--- config.mk ---
export PLATFORM = sky130hd
export DESIGN_NAME = tx_frame_arbiter
export DESIGN_NICKNAME = d
export VERILOG_FILES = /design/src/rtl/tx_arb_pkg.sv /design/src/rtl/tx_frame_arbiter_rr_picker.sv /design/src/rtl/tx_frame_arbiter.sv
export SDC_FILE = /design/constraint.sdc
export NUM_CORES = 1
export LEC_CHECK = 0
export CAP_MARGIN = 20
export CELL_PAD_IN_SITES_DETAIL_PLACEMENT = 0
export CELL_PAD_IN_SITES_GLOBAL_PLACEMENT = 2
export CORE_MARGIN = 5
export CORE_UTILIZATION = 32
export DETAILED_ROUTE_END_ITERATION = 10
export MAX_ROUTING_LAYER = met4
export PLACE_DENSITY = 0.82
export SYNTH_ARGS = -nofsm -noshare
export SYNTH_HDL_FRONTEND = slang
export SYNTH_SLANG_ARGS = --single-unit
--- constraint.sdc ---
create_clock -name clk -period 4.8 [get_ports clk]
set_clock_uncertainty 0.2 [all_clocks]
set_input_delay 0.96 -clock clk [delete_from_list [all_inputs] [get_ports clk]]
set_output_delay 0.96 -clock clk [all_outputs]
set_load 0.1 [all_outputs]
--- src/rtl/tx_arb_pkg.sv ---
// Shared types and default sizing for the transmit frame arbiter.
// Pure declarations: no logic, no latency, no flow control.
package tx_arb_pkg;

  typedef enum logic [1:0] {
    IDLE,
    SEND,
    DRAIN,
    GAP
  } state_t;

  typedef logic [7:0] byte_t;

  localparam int IFG_DEFAULT     = 2;
  localparam int MAX_LEN_DEFAULT = 1518;

endpackage

--- src/rtl/tx_frame_arbiter_rr_picker.sv ---
// Round-robin first-set search starting just after the last winner.
// Purely combinational; no state, no flow control.
module rr_picker
  import tx_arb_pkg::*;
#(
  parameter int N_REQ = 4,
  parameter int IW    = $clog2(N_REQ)
) (
  input  logic [N_REQ-1:0] req,
  input  logic [IW-1:0]    last,
  output logic [N_REQ-1:0] grant,
  output logic [IW-1:0]    idx,
  output logic             any
);

  logic          found;
  logic [IW-1:0] cand;

  // Visit last+1 .. last+N_REQ so the previous winner is considered last.
  always_comb begin
    grant = '0;
    idx   = '0;
    found = 1'b0;
    cand  = '0;
    for (int i = 1; i <= N_REQ; i++) begin
      cand = IW'((int'(last) + i) % N_REQ);
      if (!found && req[cand]) begin
        found       = 1'b1;
        grant[cand] = 1'b1;
        idx         = cand;
      end
    end
  end

  assign any = found;

endmodule

--- src/rtl/tx_frame_arbiter.sv ---
// Grants whole frames from N_REQ requesters onto one byte stream, round-robin, with an inter-frame gap.
// Accepted bytes reach txd one cycle later; req_ready depends only on state and the held grant.
module tx_frame_arbiter
  import tx_arb_pkg::*;
#(
  parameter int N_REQ   = 4,
  parameter int IFG     = IFG_DEFAULT,
  parameter int MAX_LEN = MAX_LEN_DEFAULT,
  parameter int LEN_W   = $clog2(MAX_LEN + 1)
) (
  input  logic                       clk,
  input  logic                       rst,
  input  logic [N_REQ-1:0]           req_valid,
  input  logic [8*N_REQ-1:0]         req_data,
  input  logic [N_REQ-1:0]           req_last,
  output logic [N_REQ-1:0]           req_ready,
  output logic [7:0]                 txd,
  output logic                       tx_en,
  output logic [$clog2(N_REQ)-1:0]   grant_id,
  output logic                       busy,
  output logic                       err_underrun,
  output logic                       err_len
);

  localparam int                IW          = $clog2(N_REQ);
  localparam logic [LEN_W-1:0]  LAST_CNT    = LEN_W'(MAX_LEN - 1);
  localparam logic [3:0]        GAP_END     = 4'(IFG - 1);
  localparam state_t            AFTER_FRAME = (IFG > 0) ? GAP : IDLE;

  state_t           state;
  logic [IW-1:0]    last_q;
  logic [N_REQ-1:0] gnt_oh;
  logic [LEN_W-1:0] count;
  logic [3:0]       gap_cnt;

  logic [N_REQ-1:0] pick_oh;
  logic [IW-1:0]    pick_idx;
  logic             pick_any;

  byte_t            cur_byte;
  logic             cur_valid;
  logic             cur_last;

  rr_picker #(
    .N_REQ (N_REQ),
    .IW    (IW)
  ) u_picker (
    .req   (req_valid),
    .last  (last_q),
    .grant (pick_oh),
    .idx   (pick_idx),
    .any   (pick_any)
  );

  assign cur_valid = req_valid[grant_id];
  assign cur_last  = req_last[grant_id];
  assign cur_byte  = req_data[{grant_id, 3'b000} +: 8];

  assign req_ready = (state == SEND || state == DRAIN) ? gnt_oh : '0;
  assign busy      = (state != IDLE);

  always_ff @(posedge clk) begin
    if (rst) begin
      state        <= IDLE;
      last_q       <= IW'(N_REQ - 1);
      gnt_oh       <= '0;
      grant_id     <= '0;
      count        <= '0;
      gap_cnt      <= '0;
      txd          <= '0;
      tx_en        <= 1'b0;
      err_underrun <= 1'b0;
      err_len      <= 1'b0;
    end else begin
      txd          <= '0;
      tx_en        <= 1'b0;
      err_underrun <= 1'b0;
      err_len      <= 1'b0;

      unique case (state)
        IDLE: begin
          if (pick_any) begin
            grant_id <= pick_idx;
            last_q   <= pick_idx;
            gnt_oh   <= pick_oh;
            count    <= '0;
            state    <= SEND;
          end
        end

        SEND: begin
          if (cur_valid) begin
            txd   <= cur_byte;
            tx_en <= 1'b1;
            count <= count + 1'b1;
            // A last byte landing exactly on MAX_LEN is a complete frame, not a truncation.
            if (cur_last) begin
              gap_cnt <= '0;
              state   <= AFTER_FRAME;
            end else if (count == LAST_CNT) begin
              err_len <= 1'b1;
              state   <= DRAIN;
            end
          end else begin
            err_underrun <= 1'b1;
          end
        end

        DRAIN: begin
          if (cur_valid && cur_last) begin
            gap_cnt <= '0;
            state   <= AFTER_FRAME;
          end
        end

        GAP: begin
          if (gap_cnt == GAP_END) begin
            state <= IDLE;
          end else begin
            gap_cnt <= gap_cnt + 4'd1;
          end
        end

        default: state <= IDLE;
      endcase
    end
  end

endmodule

==> impl_metrics.py <==
metrics = {
    "status": {
        "outcome": "complete, no violations",
    },
    "setup_path": {
        "critPathMaxFanout": 6,
        "cp-startpoint": "state[1]$_SDFFE_PP0P_",
        "critPathLaunchType": "register",
        "cp-end-kind": "primary output",
        "worstPathArrival_ns": 2.45,
        "critPathRequiredTime_ns": 3.64,
        "critPathKind": "reg2out",
        "reg2reg_from": "last_q[1]$_SDFFE_PP1P_",
    },
    "placed_design": {
        "gp_congestion": 0.758,
        "portBuffers": 59,
        "dpl.hpwl_microns": 4910,
        "place_ws_ns": 1.36,
    },
    "synthesis": {
        "synthFlopType": "dfxtp_1",
        "synth.avg_cell_area_sq_um": 9.36,
        "ys_top_cells_by_area": "dfxtp_1 (29%), mux4_2 (12%), ha_1 (8.6%)",
        "synthTopCellsByCount": "dfxtp_1 (36), nor2_1 (18), ha_1 (17)",
        "syn_nets": 324,
        "synth_top_cell_area_share": 0.291,
        "ys_seq_area_frac": 0.291,
        "synth-seq-cells": 36,
        "ys_async_sr_fraction": 0,
        "syn_inst": 265,
        "syn_area_sq_mm": 0.00248,
        "synth-edff-count": 0,
        "synth.distinct_cells": 56,
        "synth_top_area_cell": "dfxtp_1",
        "ys_warn_count": 0,
        "yosysMostFrequentCell": "dfxtp_1",
    },
    "final_layout": {
        "n_fill_cell": 757,
        "n_antenna_cell": 0,
        "area_growth_pct": 30.6,
        "final_layout_size_suffix_gt1_frac": 0.0903,
        "nNetsFinal": 379,
    },
    "global_routing": {
        "grt_antenna_before_repair": 0,
        "grt_pass1_vias": 2165,
        "overflow": 0,
        "grt_start_max_net_pins": 22,
        "grt_pass1_wl_microns": 10700,
        "grt_util_all_layers": 0.140,
    },
    "pwr": {
        "ir_worst_vdd_mv": 0.342,
        "combPwrFrac": 0.645,
        "p_leak_nw": 1.16,
        "clock_power_share": 0.129,
        "switching_share": 0.491,
        "power_switching_uw": 849,
        "p_int_uw": 880,
        "seqPwrFrac": 0.225,
        "p_per_area_mw_per_mm2": 534,
    },
    "run": {
        "drv_cap": 0,
    },
    "routing": {
        "drc": 0,
        "ant_nets": 0,
        "drt_iter0_drc": 73,
        "vias_per_cell": 5.23,
        "totalWireLength_microns": 6480,
        "vias": 2214,
        "routedWlPerCell_microns": 15.3,
        "first_pass_iters": 4,
    },
    "sta": {
        "period_share": 0.752,
        "tns_ns": 0,
        "hold_viol_final": 0,
        "fin_crit_ns": 3.61,
        "worstMarginPinSlew_ns": 0.996,
        "fmax_mhz": 277,
        "max_slew_margin": 0.334,
        "slew_violations": 0,
        "finalSetupViolCount": 0,
        "fin_ws_ns": 1.19,
        "rsz0062_at_grt": "false",
    },
    "die": {
        "pin_count": 60,
        "dieArea_sq_mm": 0.00961,
        "coreArea_sq_mm": 0.00765,
        "die_w_microns": 98.0,
        "num_rows": 32,
        "initial_core_util": 0.324,
        "die_height_microns": 98.0,
    },
    "clocking": {
        "post-cts-setup-buffer-count": 0,
        "clock_latency_ns": 0.29,
        "cts_tree": "yes",
        "htreeDepth": 2,
        "clock_sinks": 36,
        "ctsResizeCount": 0,
        "cts-buffers-inserted": 5,
        "root_buffer": "clkbuf_8",
        "cts-hold-fix-buffers": 0,
        "clkSlewWorstSetupHoldPaths_ns": 0.07,
        "cts_buffer_depth": 2,
    },
    "hold_path": {
        "worstHoldStart": "count[10]$_SDFFE_PP0P_",
        "hold_class": "reg2reg",
    },
}
cell usage in the layout (no fill, tap or decap), types with 6 or more instances in the layout:
cell type        Yosys  layout
o21ai_0             15      15
nand2_1             11      11
mux2i_1              9       9
a21oi_1             11      11
and2_1               7       7
inv_1               12      12
clkbuf_8             0       6
ha_1                17      17
xor2_1               6       6
nor2b_1             13      13
dfxtp_1             36      36
nor2_1              18      18
clkdlybuf4s50_1      0      59
mux4_2              13      13
stage by stage:
step                power, mW  std cells  instance area (sq um)  hold WS (ns)  utilization
finish                   1.73        423                   3240         0.300        0.423
global route             1.84        423                   3240         0.313        0.423
CTS                      1.75        423                   3240         0.296        0.423
detailed placement       1.51        415                   3150         0.285        0.412
global placement         1.52        415                   3150         0.281        0.412
floorplan                1.27        265                   2480         0.255            -
metal layers:
layer  track usage  routed length [microns]  vias to the layer above
met4        0.0554                      135                        0
met3        0.0171                      139                       12
li1              -                        -                     1102
met1         0.172                     3010                     1071
met5             -                        0                        -
met2         0.232                     3190                       29
path summary, 6_finish.rpt:
kind | to | slack, ns | cells after the start
max | req_ready[2] | 1.19 | 4
min | err_len$_SDFF_PP0_ | 0.30 | 2
max reg2reg | count[5]$_SDFFE_PP0P_ | 1.56 | 7
min reg2reg | err_len$_SDFF_PP0_ | 0.30 | 2
critical path, stage by stage (launching register included):
cell             delay [ns]
dfxtp_1                0.41
inv_1                  0.10
ha_1                   0.37
and2_1                 0.15
clkdlybuf4s50_1        1.13
power by group through the flow:
stage / clock network [mW] / logic, mW / registers (mW)
floorplan: 0 / 0.743 / 0.523
CTS: 0.232 / 1.12 / 0.391
global route: 0.241 / 1.20 / 0.399
finish: 0.224 / 1.12 / 0.390
detailed placement: 0 / 1.12 / 0.396
global placement: 0 / 1.12 / 0.397
logic make-up (layout without fill, tap and decap cells):
group                      count (synthesis)  in the layout  synth area share
adders and majority gates                 17             17            0.0858
xor gates and xnor gates                   8              8            0.0283
buffers and inverters                     26             82            0.0474
DFF                                       36             36             0.291
and+or+nand+nor                           88             88             0.202
AOI/OAI and AO/OA                         67             67             0.187
muxes                                     23             23             0.159
registers in the layout, summed over array words and instances (netlist names):
name and cells:
count 11, err_len 1, err_underrun 1, gap_cnt 4, gnt_oh 4, grant_id 2
last_q 2, state 2, tx_en 1, txd 8
final cells by class:
class | instances | area, sq um | share of cell area
Tap cell | 102 | 128 | 0.0394
Clock buffer | 8 | 90.1 | 0.0278
Sequential cell | 36 | 721 | 0.223
Multi-Input combinational cell | 203 | 1640 | 0.507
Timing Repair Buffer | 62 | 613 | 0.189
Inverter | 12 | 45.0 | 0.0139
Note: power is estimated with default switching activity, not from simulation.
